==> config.mk <==
export PLATFORM = sky130hd
export DESIGN_NAME = mem_lsu_flat
export DESIGN_NICKNAME = d
export VERILOG_FILES = /design/src/rtl/mem_lsu_pkg.sv /design/src/rtl/mem_lsu_if.sv /design/src/rtl/mem_lsu_lane_align.sv /design/src/rtl/mem_lsu.sv /design/src/flat_wrapper.sv
export SDC_FILE = /design/constraint.sdc
export NUM_CORES = 1
export LEC_CHECK = 0
export ABC_CLOCK_PERIOD_IN_PS = 6100
export CAP_MARGIN = 0
export CORE_UTILIZATION = 40
export DETAILED_ROUTE_END_ITERATION = 10
export PLACE_DENSITY = 0.79
export SLEW_MARGIN = 40
export SYNTH_ARGS = -nofsm -noshare
export SYNTH_HDL_FRONTEND = slang
export SYNTH_SLANG_ARGS = --single-unit
export TNS_END_PERCENT = 1
==> constraint.sdc <==
create_clock -name clk -period 6.1 [get_ports clk]
set_input_delay 1.22 -clock clk [delete_from_list [all_inputs] [get_ports clk]]
set_output_delay 1.22 -clock clk [all_outputs]
set_load 0.05 [all_outputs]
==> src/rtl/mem_lsu_pkg.sv <==
// mem_lsu_pkg: memory op codes, exception codes, FSM states and op decode helpers for the load/store unit
package mem_lsu_pkg;
  localparam logic [6:0] Op_Lb = 7'h20, Op_Lh = 7'h21, Op_Lw = 7'h23, Op_Lbu = 7'h24,
                         Op_Lhu = 7'h25, Op_Sb = 7'h28, Op_Sh = 7'h29, Op_Sw = 7'h2b;
  localparam logic [31:0] Exc_None = 32'h0, Exc_Adel = 32'h4, Exc_Ades = 32'h5, Exc_Dbe = 32'h7;
  typedef enum logic [1:0] {IDLE, REQ, DRAIN, DONE} state_t;
  function automatic logic [2:0] op_size(input logic [6:0] op);
    return (op == Op_Lb || op == Op_Lbu || op == Op_Sb) ? 3'd1 :
           (op == Op_Lh || op == Op_Lhu || op == Op_Sh) ? 3'd2 :
           (op == Op_Lw || op == Op_Sw) ? 3'd4 : 3'd0;
  endfunction
  function automatic logic is_store(input logic [6:0] op);
    return op == Op_Sb || op == Op_Sh || op == Op_Sw;
  endfunction
  function automatic logic misaligned(input logic [6:0] op, input logic [1:0] a);
    return op_size(op) == 3'd2 ? a[0] : op_size(op) == 3'd4 ? |a : 1'b0;
  endfunction
endpackage

==> src/rtl/mem_lsu_if.sv <==
// mem_lsu_if: req/ack data bus; master drives req/we/addr/sel/wdata, slave drives ack/rdata
interface mem_lsu_if #(
  parameter int DATA_W = 32,
  parameter int ADDR_W = 32
);
  logic                req;
  logic                we;
  logic                ack;
  logic [ADDR_W-1:0]   addr;
  logic [DATA_W/8-1:0] sel;
  logic [DATA_W-1:0]   wdata;
  logic [DATA_W-1:0]   rdata;
  modport master(output req, we, addr, sel, wdata, input ack, rdata);
  modport slave(input req, we, addr, sel, wdata, output ack, rdata);
endinterface

==> src/rtl/mem_lsu_lane_align.sv <==
// lsu_lane_align: big-endian lane steering; op/lane k/reg2/rdata in, byte enables, replicated wdata and extended load result out
module lsu_lane_align
  import mem_lsu_pkg::*;
#(
  parameter int DATA_W = 32
) (
  input  logic [6:0]                   op,
  input  logic [$clog2(DATA_W/8)-1:0]  k,
  input  logic [31:0]                  reg2,
  input  logic [DATA_W-1:0]            rdata,
  output logic [DATA_W/8-1:0]          sel,
  output logic [DATA_W-1:0]            wdata,
  output logic [31:0]                  result
);
  localparam int N = DATA_W / 8;
  logic [2:0] sz;
  logic [3:0] sb;
  logic [DATA_W-1:0] d;
  logic sx;
  always_comb begin
    sz = op_size(op);
    sb = 4'(N - int'(sz) - int'(k));
    sel = (sz == 3'd1 ? N'(1) : sz == 3'd2 ? N'(3) : sz == 3'd4 ? N'(15) : '0) << sb;
    wdata = sz == 3'd1 ? {N{reg2[7:0]}} : sz == 3'd2 ? {(N/2){reg2[15:0]}} : {(N/4){reg2}};
    d = rdata >> {sb, 3'b000};
    sx = op == Op_Lb || op == Op_Lh;
    result = sz == 3'd1 ? {{24{sx & d[7]}}, d[7:0]} :
             sz == 3'd2 ? {{16{sx & d[15]}}, d[15:0]} : d[31:0];
  end
endmodule

==> src/rtl/mem_lsu.sv <==
// mem_lsu: MEM-stage load/store FSM; valid/op/addr/reg2/flush in, stall/result_valid/result/excepttype out, bus via mem_lsu_if.master
module mem_lsu
  import mem_lsu_pkg::*;
#(
  parameter int DATA_W  = 32,
  parameter int ADDR_W  = 32,
  parameter int TIMEOUT = 255
) (
  input  logic              clk,
  input  logic              rst,
  input  logic              valid_i,
  input  logic [6:0]        op_type_i,
  input  logic [ADDR_W-1:0] mem_addr_i,
  input  logic [31:0]       reg2_i,
  input  logic              flush_i,
  output logic              stall_o,
  output logic              result_valid_o,
  output logic [31:0]       result_o,
  output logic [31:0]       excepttype_o,
  mem_lsu_if.master         bus
);
  localparam int CW = $clog2(TIMEOUT + 1);
  localparam int LW = $clog2(DATA_W / 8);
  state_t state;
  logic [CW-1:0] cnt;
  logic [6:0] op_q;
  logic [LW-1:0] k_q;
  logic [DATA_W/8-1:0] sel_c;
  logic [DATA_W-1:0] wdata_c;
  logic [31:0] res_c;
  logic accept, tmo;
  assign accept = state == IDLE && valid_i && !flush_i && op_size(op_type_i) != 3'd0;
  assign tmo = cnt == CW'(TIMEOUT - 1);
  assign stall_o = accept || state == REQ || state == DRAIN;
  assign result_valid_o = state == DONE && !flush_i;
  assign bus.req = state == REQ || state == DRAIN;
  lsu_lane_align #(.DATA_W(DATA_W)) u_align (
    .op     (state == IDLE ? op_type_i : op_q),
    .k      (state == IDLE ? mem_addr_i[LW-1:0] : k_q),
    .reg2   (reg2_i),
    .rdata  (bus.rdata),
    .sel    (sel_c),
    .wdata  (wdata_c),
    .result (res_c)
  );
  always_ff @(posedge clk) begin
    if (rst) begin
      state <= IDLE;
      cnt <= '0;
      op_q <= '0;
      k_q <= '0;
      bus.we <= 1'b0;
      bus.addr <= '0;
      bus.sel <= '0;
      bus.wdata <= '0;
      result_o <= '0;
      excepttype_o <= '0;
    end else begin
      cnt <= (state == REQ || state == DRAIN) ? cnt + 1'b1 : '0;
      case (state)
        IDLE: if (accept) begin
          op_q <= op_type_i;
          k_q <= mem_addr_i[LW-1:0];
          result_o <= '0;
          if (misaligned(op_type_i, mem_addr_i[1:0])) begin
            state <= DONE;
            excepttype_o <= is_store(op_type_i) ? Exc_Ades : Exc_Adel;
          end else begin
            state <= REQ;
            excepttype_o <= Exc_None;
            bus.we <= is_store(op_type_i);
            bus.addr <= {mem_addr_i[ADDR_W-1:LW], LW'(0)};
            bus.sel <= sel_c;
            bus.wdata <= wdata_c;
          end
        end
        REQ: if (bus.ack) begin
          state <= flush_i ? IDLE : DONE;
          result_o <= is_store(op_q) ? '0 : res_c;
        end else if (flush_i) begin
          state <= tmo ? IDLE : DRAIN;
          cnt <= '0;
        end else if (tmo) begin
          state <= DONE;
          excepttype_o <= Exc_Dbe;
        end
        DRAIN: if (bus.ack || tmo) state <= IDLE;
        DONE: state <= IDLE;
        default: state <= IDLE;
      endcase
    end
  end
endmodule

==> src/flat_wrapper.sv <==
// flat-port wrapper written by rule: the top's interface ports become plain ports
module mem_lsu_flat import mem_lsu_pkg::*;
#(
  parameter int DATA_W  = 32,
  parameter int ADDR_W  = 32,
  parameter int TIMEOUT = 255
)
  (clk, rst, valid_i, op_type_i, mem_addr_i, reg2_i, flush_i, stall_o, result_valid_o, result_o, excepttype_o, bus_req, bus_we, bus_addr, bus_sel, bus_wdata, bus_ack, bus_rdata);
  mem_lsu_if #(.DATA_W(DATA_W), .ADDR_W(ADDR_W)) bus_i ();
  input  logic clk;
  input  logic rst;
  input  logic valid_i;
  input  logic [6:0] op_type_i;
  input  logic [ADDR_W-1:0] mem_addr_i;
  input  logic [31:0] reg2_i;
  input  logic flush_i;
  output logic stall_o;
  output logic result_valid_o;
  output logic [31:0] result_o;
  output logic [31:0] excepttype_o;
  output wire logic [$bits(bus_i.req)-1:0] bus_req;
  output wire logic [$bits(bus_i.we)-1:0] bus_we;
  output wire logic [$bits(bus_i.addr)-1:0] bus_addr;
  output wire logic [$bits(bus_i.sel)-1:0] bus_sel;
  output wire logic [$bits(bus_i.wdata)-1:0] bus_wdata;
  input wire logic [$bits(bus_i.ack)-1:0] bus_ack;
  input wire logic [$bits(bus_i.rdata)-1:0] bus_rdata;
  assign bus_req = bus_i.req;
  assign bus_we = bus_i.we;
  assign bus_addr = bus_i.addr;
  assign bus_sel = bus_i.sel;
  assign bus_wdata = bus_i.wdata;
  assign bus_i.ack = bus_ack;
  assign bus_i.rdata = bus_rdata;
  mem_lsu #(.DATA_W(DATA_W), .ADDR_W(ADDR_W), .TIMEOUT(TIMEOUT)) u_core (.clk(clk), .rst(rst), .valid_i(valid_i), .op_type_i(op_type_i), .mem_addr_i(mem_addr_i), .reg2_i(reg2_i), .flush_i(flush_i), .stall_o(stall_o), .result_valid_o(result_valid_o), .result_o(result_o), .excepttype_o(excepttype_o), .bus(bus_i));
endmodule
==> summary.md, run 1 <==
| Metric | Value |
|---|---|
| Worst setup path start | op_type_i[2] |
| Non-filler cells, final | 1,071 |
| H-tree levels | 4 |
| Crit path time final | 5.32 ns |
| Worst-skew pair later-pin latency | 0.41 ns |
| CTS Buf Count | 17 |
| Post-synth top area cell | dfxtp_1 |
| Initial antenna violation count | 0 |
| Layout cell share with drive strength beyond 1 | 8.68% |
| Final net count | 993 |
| Post-synth top cells | 121 x dfxtp_1, 102 x nand2_1, 71 x a21oi_1, 68 x nor2_1, 45 x mux2i_1 |
| Failing checks | DRC |
| Combinational share of power | 38.8% |
| Core Area | 14,700 µm² |
| Clock power frac | 32.8% |
| Clock Sinks | 121 |
| Final Wtd Congestion | 0.912 |
| Clock Skews | 0.00570 ns |
| Slew margin rel. | 48.0% |
| Clock buffer depth | 2 |
| Number of flops mapped to enable cells by yosys | 0 |
| Crit Reg-Reg Startpoint | u_core.state[0]$_SDFFE_PP0P_ |
| DIE WIDTH | 125 µm |
| Unrepaired setup endpoints after global routing | false |
| Total track usage | 23.3% |
| Clk slew on worst S/H paths | 0.06 ns |
| Post-synth top area share | 39.8% |
| Vias in the first global route | 5,461 |
| Final wirelength | 18,000 µm |
| Synthesized cell area | 6080 µm² |
| Ant. Diodes | 0 |
| Hold Path End | u_core.bus.addr[6]$_SDFFE_PP0P_ |
| Die Ht | 125 µm |
| Global-route wire length before repair | 28,700 µm |
| Via count | 5,619 |
| Slew Viols, Final | 0 |
| CTS hold repair buffers | 0 |
| CP startpoint kind | primary input |
| Hold path depth | 2 |
| Primary FF master, synth | dfxtp_1 |
| Sw Share | 37.2% |
| Worst hold path type | flip-flop to flip-flop |
| Asr flop ratio synth | 0% |
| Final hold vios | 0 |
| Post-DRT Antenna Nets | 0 |
| Total grt overflow | 0 |
| Setup_tns | 0 ns |
| # DRC | 9 |
| Status | finished, violations left |
| I/O Pins | 244 |
| Peak supply drop | 0.185 mV |
| Initial Util | 41.4% |
| Clk Tree Root Cell | clkbuf_16 |
| Total net switching power | 1.10 mW |
| Crit Path Class | primary input to flip-flop |
| Vias per cell | 5.25 |
| Sequential Power Share | 28.4% |
| Most common cell in the synthesized netlist | dfxtp_1 |
| Internal power | 1.85 mW |
| Min-delay src | u_core.bus.addr[6]$_SDFFE_PP0P_ |
| Fmax | 188 MHz |
| Max_cap viols | 0 |
| DR iter-0 viols | 400 |
| Synth cell types | 66 |
| Crit path DAT | 5.58 ns |
| Ranking of synthesized cells by area | dfxtp_1 40%, mux2i_1 7.4%, nand2_1 6.3% |
| Leak pwr | 3.10 nW |
| PortBufs | 212 |
| Synthesized instance count | 684 |
| Worst setup EP type | flip-flop |
| Slew @ Worst Pin | 0.780 ns |
| Worst R2R End | u_core.result_o[17]$_SDFFE_PP0P_ |
| DPL Wire Length | 13,100 µm |
| Final Setup Violations | 0 |
| Worst Reg-to-Reg Cells | 14 |
| Power per Cell Area | 338 nW/µm² |
| Post-CTS setup buffers | 0 |
| DR WL/cell | 16.8 µm |
| Critical path required time | 6.37 ns |
| Area growth, synth to finish | 43.7% |
| Die area | 15,700 µm² |
| Fin crit share | 87.1% |
| R2R Setup Slk | 0.96 ns |
| Worst-path fanout max | 16 |
| Rows | 44 |
| TritonCTS clock tree | done |
| Avg Inst Size Synth | 8.89 µm² |
| Flops & latches, synth | 121 |
| Total iterations of the first detailed-routing run | 8 |
| Largest net degree at the start of global routing | 76 |
| Sequential area share after synthesis | 39.8% |
| Yosys warnings | 0 |
| Placed cells | 1,039 |
| Post-CTS sizing | 0 |
==> per-stage QoR <==
step	power [mW]	util, %	hold WS, ns	setup slack [ns]	area [µm²]
6_report	2.95	59.4	0.449	0.784	8740
2_1_floorplan	1.71	-	0.453	1.21	6190
3_3_place_gp	1.97	55.5	0.437	0.594	8160
3_5_place_dp	1.99	55.5	0.442	0.443	8160
5_1_grt	3.10	59.4	0.466	0.525	8740
4_1_cts	2.96	59.4	0.451	0.873	8740
==> layout by cell type, fill, tap and decap left out, drive strengths merged, types with 5 or more instances in the layout <==
cell type | netlist | layout
a22oi | 8 | 8
clkdlybuf4s50 | 0 | 211
buf | 57 | 11
mux4 | 7 | 7
nor3b | 8 | 8
mux2i | 45 | 45
conb | 1 | 31
a21oi | 71 | 71
dfxtp | 121 | 121
xor2 | 5 | 5
a211o | 8 | 8
inv | 11 | 17
ha | 10 | 10
nor2 | 69 | 69
clkinvlp | 0 | 6
a211oi | 20 | 20
a311oi | 8 | 8
clkbuf | 24 | 18
mux2 | 11 | 11
nand2 | 102 | 102
nor2b | 15 | 15
o2bb2ai | 25 | 25
o21ai | 6 | 6
==> critical path, stage by stage <==
cell and delay, ns:
clkdlybuf4s50_1 0.51, mux2_4 0.33, a222oi_1 0.56, and2_4 0.32
inv_4 0.13, ha_1 0.22, ha_1 0.20, fa_1 0.58
and3b_1 0.32, a32oi_1 0.33, o31ai_1 0.12, o21ai_2 0.57
o2bb2ai_1 0.17
==> worst max-delay path by stage <==
stage | endpoint | slack, ns | cells past startpoint
global route | u_core.result_o[21]$_SDFFE_PP0P_ | 0.53 | 13
detailed placement | u_core.result_o[21]$_SDFFE_PP0P_ | 0.44 | 13
floorplan | u_core.result_o[24]$_SDFFE_PP0P_ | 1.21 | 16
global placement | u_core.result_o[31]$_SDFFE_PP0P_ | 0.59 | 13
CTS | u_core.result_o[31]$_SDFFE_PP0P_ | 0.87 | 13
finish | u_core.result_o[17]$_SDFFE_PP0P_ | 0.78 | 13
==> sequential cells by signal, indices dropped and copies added (netlist names) <==
name / flops
u_core.excepttype_o: 3
u_core.bus.wdata: 32
u_core.bus.sel: 4
u_core.cnt: 8
u_core.bus.we: 1
u_core.k_q: 2
u_core.result_o: 32
u_core.bus.addr: 30
u_core.op_q: 7
u_core.state: 2
==> metal layers <==
metal | up-vias | part of all wire [%] | GRT usage [%]
met4 | 0 | 2.0 | 9.61
li1 | 2740 | - | -
met1 | 2649 | 43 | 29.2
met2 | 203 | 48 | 37.6
met3 | 27 | 7.1 | 6.80
met5 | - | 0 | 0
==> kinds of logic (layout without fill, tap and decap cells) <==
group,after synthesis,after routing,synth area share (%)
compound gates,166,166,19.5
xor+xnor,6,6,0.864
fa+ha+maj,11,11,2.39
buf+inv,92,265,8.52
flops,121,121,39.8
mux,63,63,12.2
other cells,1,31,0.0617
simple gates,224,224,16.7
==> power by group through the flow <==
stage	Clock (mW)	Combinational, mW	Sequential, mW
3_3_place_gp	0	1.12	0.854
6_report	0.970	1.15	0.838
3_5_place_dp	0	1.13	0.855
4_1_cts	0.989	1.14	0.838
5_1_grt	1.03	1.23	0.842
2_1_floorplan	0	0.795	0.913
==> layout make-up <==
type / count / area [µm²]
fill: 1275 / 5960
multi-input combinational: 501 / 3270
sequential: 121 / 2420
timing repair buffer: 222 / 2190
clock buffer: 18 / 439
tap: 184 / 230
clock inverter: 14 / 139
inverter: 11 / 43.8
Note: power is estimated with default switching activity, not from simulation.
==> run 2: changes to the inputs <==
PLACE_DENSITY = 0.77   (was 0.79)
SYNTH_HIERARCHICAL = 1   (was not set)
==> run 2 against run 1 <==
  * Count of clock-buffer cells in the layout rose by 1
  * Combinational power decreased by 3%
  * Register-to-register slack gained 0.38 ns
  * Largest power group unchanged
  * Fmax is 7.1% higher
  * Synthesized cell count grew 20%
  * The flow now finishes without violations
==> summary.md, run 2 <==
| Metric | Value |
|---|---|
| Leading cell type in the layout, fill and taps excluded | clkdlybuf4s50_1 |
| Post-synth top cells | 178 x nand2_1, 121 x dfxtp_1, 64 x a21oi_1, 43 x buf_4, 43 x o21ai_0 |
| Most frequent cells in the layout | 211 x clkdlybuf4s50_1, 178 x nand2_1, 121 x dfxtp_1 |
| Largest net degree at the start of global routing | 71 (-6.6%) |
| Synthesized cell area | 6550 µm² (+7.8%) |
| TritonCTS clock tree | done |
| Slew @ Worst Pin | 0.771 ns (-0.00887 ns) |
| Yosys warnings | 6 (+6) |
| Worst-skew pair later-pin latency | 0.42 ns (about the same) |
| Flops & latches, synth | 121 (unchanged) |
| Critical path required time | 6.45 ns (+0.08 ns) |
| Multi-input logic area | 3610 µm² (+10%) |
| Vias per cell | 4.99 (-4.9%) |
| Met3 usage | 6.27% (-0.53 points) |
| Unrepaired setup endpoints after global routing | false |
| CP startpoint kind | primary input |
| Clock Sinks | 121 (unchanged) |
| DR iter-0 viols | 349 (-13%) |
| Final Setup Violations | 0 (unchanged) |
| Clock Skews | 0.0134 ns (+0.00766 ns) |
| Worst setup path start | op_type_i[2] |
| Worst-path fanout max | 16 (unchanged) |
| I/O Pins | 244 (unchanged) |
| Clk Tree Root Cell | clkbuf_16 |
| Avg Inst Size Synth | 8.00 µm² (-10%) |
| CTS Buf Count | 17 (unchanged) |
| Final hold vios | 0 (unchanged) |
| Worst setup EP type | flip-flop |
| Initial antenna violation count | 0 (unchanged) |
| Seq. cell area | 2420 µm² (unchanged) |
| Worst hold path type | flip-flop to flip-flop |
| Setup slack after layout | 1.14 ns (+0.353 ns) |
| Layout cell share with drive strength beyond 1 | 10.1% (+1.4 points) |
| Leak pwr | 3.44 nW (+11%) |
| # DRC | 0 (-9) |
| Fillcell total | 1,469 (+15%) |
| Setup_tns | 0 ns (unchanged) |
| Final net count | 1,113 (+12%) |
| Rows | 46 (+4.5%) |
| End point of the critical path | u_core/result_o[22]$_SDFFE_PP0P_ |
| Sequential area share after synthesis | 37.0% (-2.9 points) |
| Via count | 6,110 (+8.7%) |
| Fin crit share | 81.4% (-5.8 points) |
| Most used routing layer | met2 |
| Crit Path Class | primary input to flip-flop |
| GRT met2 Usage | 33.8% (-3.7 points) |
| Post-CTS sizing | 0 (unchanged) |
| Crit Reg-Reg Startpoint | u_core/state[1]$_SDFFE_PP0P_ |
| Slew margin rel. | 48.6% (+0.59 points) |
| Peak supply drop | 0.206 mV (+11%) |
| Total grt overflow | 0 (unchanged) |
| Area growth, synth to finish | 40.6% |
| Vias in the first global route | 5,548 (+1.6%) |
| Worst slack, placed | 0.762 ns (+0.318 ns) |
| Biggest regs | u_core/bus.wdata: 32 flops, u_core/result_o: 32 flops, u_core/bus.addr: 30 flops |
| Total track usage | 22.2% (-1.1 points) |
| DR WL/cell | 15.5 µm (-7.8%) |
| Post-CTS setup buffers | 0 (unchanged) |
| GR Layer Usage met1 | 29.3% (+0.11 points) |
| Post-DRT Antenna Nets | 0 (unchanged) |
| Clock buffer depth | 2 (unchanged) |
| Power per Cell Area | 332 nW/µm² (-1.8%) |
| Asr flop ratio synth | 0% (unchanged) |
| Worst R2R End | u_core/result_o[22]$_SDFFE_PP0P_ |
| Initial Util | 41.1% (-0.26 points) |
| DPL Wire Length | 13,200 µm (+0.67%) |
| Ant. Diodes | 0 (unchanged) |
| Total iterations of the first detailed-routing run | 5 (-3) |
| Crit path time final | 4.96 ns (-0.353 ns) |
| H-tree levels | 4 (unchanged) |
| Most common cell in the synthesized netlist | nand2_1 |
| Final wirelength | 19,000 µm (+5.4%) |
| Max_cap viols | 0 (unchanged) |
| Core Area | 15,900 µm² (+8.5%) |
| Global-route wire length before repair | 28,800 µm (+0.65%) |
| R2R Setup Slk | 1.34 ns (+0.38 ns) |
| Fmax | 201 MHz (+7.1%) |
| PortBufs | 212 (unchanged) |
| Worst Reg-to-Reg Cells | 17 (+3) |
| Post-synth top area cell | dfxtp_1 |
| Final Wtd Congestion | 0.875 (-4.1%) |
| Die Ht | 130 µm (+3.8%) |
| DIE WIDTH | 130 µm (+3.8%) |
| Clk slew on worst S/H paths | 0.06 ns (about the same) |
| CTS hold repair buffers | 0 (unchanged) |
| Status | complete, no violations |
| Final core occ | 57.8% (-1.7 points) |
| Ranking of synthesized cells by area | dfxtp_1 37%, nand2_1 10%, mux2i_1 6.1% |
| Die area | 16,900 µm² (+7.7%) |
| Number of flops mapped to enable cells by yosys | 0 (unchanged) |
| Slew Viols, Final | 0 (unchanged) |
| Synth cell types | 68 (+3.0%) |
| Synthesized instance count | 819 (+20%) |
| Crit path DAT | 5.31 ns (-0.27 ns) |
| Post-synth top area share | 37.0% (-2.9 points) |
| Primary FF master, synth | dfxtp_1 |
## run 2: cell count changes after synthesis, moves of 14 or more
cell	change
a211oi_1	-19
a21o_1	+16
nand2_1	+76
nand2b_1	+34
nand3_1	+35
nor2_1	-37
o21ai_0	+40
o21ai_1	+14
o2bb2ai_1	-18
## run 2: through the flow
step                hold WS [ns]  instances  power (mW)  area [µm²]
floorplan                  0.430        849        1.70        6670
global placement           0.440       1192        1.96        8570
detailed placement         0.445       1192        1.96        8570
CTS                        0.454       1224        3.07        9210
global route               0.467       1224        3.22        9210
finish                     0.452       1224        3.06        9210
## run 2: power breakdown
part / total, mW / leakage [nW] / internal [mW] / switching, mW
combinational: 1.11 / 2.17 / 0.429 / 0.685
sequential: 0.844 / 0.975 / 0.822 / 0.0222
clock: 1.10 / 0.303 / 0.709 / 0.393
## run 2: kinds of logic after synthesis
logic type                 share of synthesized area (%)
and+or+nand+nor                                     24.2
AOI/OAI and AO/OA                                   17.5
DFF                                                 37.0
buffers and inverters                               9.83
muxes                                               8.86
adders and majority gates                           2.02
xor gates and xnor gates                           0.535
other                                             0.0572
## run 2: how the worst min path moves through the flow
stage / from / to / slack (ns) / cells after the start
after floorplan: u_core/cnt[0]$_SDFF_PP0_ / u_core/cnt[0]$_SDFF_PP0_ / 0.43 / 1
after global placement: u_core/bus.we$_SDFFE_PP0P_ / u_core/bus.we$_SDFFE_PP0P_ / 0.44 / 2
after detailed placement: u_core/bus.addr[5]$_SDFFE_PP0P_ / u_core/bus.addr[5]$_SDFFE_PP0P_ / 0.45 / 2
after CTS: u_core/bus.addr[5]$_SDFFE_PP0P_ / u_core/bus.addr[5]$_SDFFE_PP0P_ / 0.45 / 2
after global routing: u_core/bus.addr[17]$_SDFFE_PP0P_ / u_core/bus.addr[17]$_SDFFE_PP0P_ / 0.47 / 2
final: u_core/bus.wdata[11]$_SDFFE_PP0P_ / u_core/bus.wdata[11]$_SDFFE_PP0P_ / 0.45 / 2
## run 2: worst max-delay path: stages
cell,delay [ns]
clkdlybuf4s50_1,0.57
mux2_2,0.36
a21oi_1,0.29
nand2_1,0.12
nor2_1,0.11
ha_1,0.23
inv_1,0.06
ha_1,0.14
inv_1,0.05
fa_1,0.58
or3b_4,0.43
a2bb2oi_1,0.19
o22ai_2,0.65
a21o_1,0.14
nand3_1,0.06
o21ai_0,0.11
## run 2: final cells by class
cell class / count / share of cell area, %
Clock buffer: 19 / 4.92
Clock inverter: 13 / 2.06
Inverter: 14 / 0.570
Multi-Input combinational cell: 617 / 39.2
Sequential cell: 121 / 26.3
Tap cell: 216 / 2.93
Timing Repair Buffer: 224 / 24.0
## run 2: per-layer routing
layer / wire, µm / vias up
met5: 0 / -
met4: 448 / 0
met3: 1410 / 30
met2: 8730 / 235
met1: 8380 / 2797
li1: - / 3048
==> run 3: changes to the inputs <==
ABC_CLOCK_PERIOD_IN_PS = 4600   (was 6100)
clock period = 4.6 ns   (was 6.1 ns; I/O delays follow)
==> run 3 against run 2 <==
  * Hold slack about the same
  * Global-route usage down 0.65 points
  * Highest routed layer unchanged
  * Flip-flop and latch count did not move
  * Worst setup slack worse by 0.81 ns
  * Final cell count rose by 1.5%
==> summary.md, run 3 (synthesis gave the netlist of run 2 again) <==
| Metric | Value |
|---|---|
| Worst-path fanout max | 11 (-5) |
| DR WL/cell | 15.0 µm (-3.3%) |
| CTS hold repair buffers | 0 (unchanged) |
| I/O Pins | 244 (unchanged) |
| Fillcell total | 1,480 (+0.75%) |
| Core Area | 15,900 µm² (unchanged) |
| CP cell instances | inv_1 -> ha_1 -> mux2_2 -> nor3b_2 -> nand2_1 -> nor2_1 -> ha_1 -> inv_1 -> ha_1 -> inv_1 -> fa_1 -> or3b_4 -> o22a_1 -> or3_1 -> nand2_1 -> nand3_1 -> o21ai_0 |
| Worst-skew pair later-pin latency | 0.41 ns (about the same) |
| CP delay by family, top | simple AND/OR/NAND/NOR gates |
| CTS Buf Count | 17 (unchanged) |
| Fmax | 234 MHz |
| DPL Wire Length | 13,100 µm (-0.22%) |
| Global-route wire length before repair | 28,400 µm (-1.6%) |
| Crit path buf inv count | 3 (unchanged) |
| Area growth, synth to finish | 41.6% |
| Max_cap viols | 0 (unchanged) |
| Biggest regs | u_core/bus.wdata: 32 flops, u_core/result_o: 32 flops, u_core/bus.addr: 30 flops |
| Vias per cell | 4.94 (-1.0%) |
| Total iterations of the first detailed-routing run | 5 (unchanged) |
| PortBufs | 212 (unchanged) |
| Multi-input logic area | 3610 µm² (-0.10%) |
| Die Ht | 130 µm (unchanged) |
| Unrepaired setup endpoints after global routing | false |
| DR iter-0 viols | 346 (-0.86%) |
| Slew margin rel. | 50.5% (+2.0 points) |
| Clock Sinks | 121 (unchanged) |
| Via count | 6,137 (+0.44%) |
| Most used routing layer | met2 |
| Power per Cell Area | 423 nW/µm² (+27%) |
| H-tree levels | 4 (unchanged) |
| Status | complete, no violations |
| Critical path required time | 4.94 ns (-1.51 ns) |
| Initial Util | 41.1% (unchanged) |
| Slew @ Worst Pin | 0.742 ns (-0.0296 ns) |
| Rows | 46 (unchanged) |
| Vias in the first global route | 5,635 (+1.6%) |
| Clk Tree Root Cell | clkbuf_16 |
| Setup slack after layout | 0.327 ns (-0.810 ns) |
| Total track usage | 21.6% (-0.65 points) |
| Crit path largest cell delay | 0.52 ns (-0.13 ns) |
| Seq. cell area | 2420 µm² (unchanged) |
| Crit path DAT | 4.61 ns (-0.70 ns) |
| CP startpoint kind | flip-flop |
| R2R Setup Slk | 0.33 ns (-1.01 ns) |
| Post-CTS sizing | 0 (unchanged) |
| Total grt overflow | 0 (unchanged) |
| Worst hold path type | flip-flop to flip-flop |
| Met3 usage | 5.86% (-0.41 points) |
| Die area | 16,900 µm² (unchanged) |
| Layout cell share with drive strength beyond 1 | 11.8% (+1.7 points) |
| Worst slack, placed | 0.0101 ns (-0.751 ns) |
| Most frequent cells in the layout | 210 x clkdlybuf4s50_1, 178 x nand2_1, 121 x dfxtp_1 |
| CP max stage cell | fa_1 |
| Final Wtd Congestion | 0.841 (-3.9%) |
| Initial antenna violation count | 0 (unchanged) |
| Clk slew on worst S/H paths | 0.06 ns (about the same) |
| Clock Skews | 0.00956 ns (-0.00381 ns) |
| Final Setup Violations | 0 (unchanged) |
| Leak pwr | 3.49 nW (+1.4%) |
| Placed cells | 1,210 (+1.5%) |
| Largest net degree at the start of global routing | 80 (+13%) |
| Crit Path Class | flip-flop to flip-flop |
| DIE WIDTH | 130 µm (unchanged) |
| Tot Pwr | 3.92 mW (+28%) |
| Final net count | 1,131 (+1.6%) |
| Post-DRT Antenna Nets | 0 (unchanged) |
| Leading cell type in the layout, fill and taps excluded | clkdlybuf4s50_1 |
| GRT met2 Usage | 34.9% (+1.0 points) |
| Setup_tns | 0 ns (unchanged) |
| Final hold vios | 0 (unchanged) |
| Worst setup EP type | flip-flop |
| Ant. Diodes | 0 (unchanged) |
| Slew Viols, Final | 0 (unchanged) |
| # DRC | 0 (unchanged) |
| Fin crit share | 92.9% |
| Non-filler cells, final | 1,242 (+1.5%) |
| GR Layer Usage met1 | 27.9% (-1.4 points) |
| Clock buffer depth | 2 (unchanged) |
| Crit path time final | 4.27 ns |
| TritonCTS clock tree | done |
| Post-CTS setup buffers | 0 (unchanged) |
| Peak supply drop | 0.263 mV (+28%) |
| Final wirelength | 18,600 µm (-1.8%) |
-- run 3: through the flow --
| stage | cell area, µm² | hold slack (ns) | utilization (%) |
|---|---|---|---|
| after CTS | 9280 | 0.454 | 58.2 |
| after global placement | 8720 | 0.441 | 54.7 |
| final | 9280 | 0.452 | 58.2 |
| after floorplan | 6670 | 0.430 | - |
| after global routing | 9280 | 0.471 | 58.2 |
| after detailed placement | 8720 | 0.446 | 54.7 |
-- run 3: area by class of cell --
type / count / area share, %
Clock buffer: 17 / 4.58
Clock inverter: 15 / 1.39
Inverter: 14 / 0.566
Multi-Input combinational cell: 617 / 38.9
Sequential cell: 121 / 26.1
Tap cell: 216 / 2.91
Timing Repair Buffer: 242 / 25.5
-- run 3: metal layers --
metal	routed length, µm	vias to the layer above
li1	-	3087
met1	8400	2837
met2	8660	191
met3	1290	22
met4	271	0
met5	0	-
-- run 3: worst paths after layout --
kind / start / cells past startpoint / endpoint
setup / recovery: u_core/state[0]$_SDFFE_PP0P_ / 17 / u_core/result_o[12]$_SDFFE_PP0P_
hold / removal: u_core/bus.wdata[17]$_SDFFE_PP0P_ / 2 / u_core/bus.wdata[17]$_SDFFE_PP0P_
setup reg to reg: u_core/state[0]$_SDFFE_PP0P_ / 17 / u_core/result_o[12]$_SDFFE_PP0P_
hold reg to reg: u_core/bus.wdata[17]$_SDFFE_PP0P_ / 2 / u_core/bus.wdata[17]$_SDFFE_PP0P_
-- run 3: report_power, final --
group / switching, mW / internal [mW]
Sequential: 0.0305 / 1.09
Clock: 0.514 / 0.741
Combinational: 0.925 / 0.624
-- run 3: worst reg2reg max path: stages (launching register included) --
cell     delay (ns)
dfxtp_1        0.35
inv_1          0.10
ha_1           0.45
mux2_2         0.41
nor3b_2        0.23
nand2_1        0.12
nor2_1         0.10
ha_1           0.23
inv_1          0.06
ha_1           0.14
inv_1          0.04
fa_1           0.52
or3b_4         0.40
o22a_1         0.25
or3_1          0.52
nand2_1        0.12
nand3_1        0.07
o21ai_0        0.10
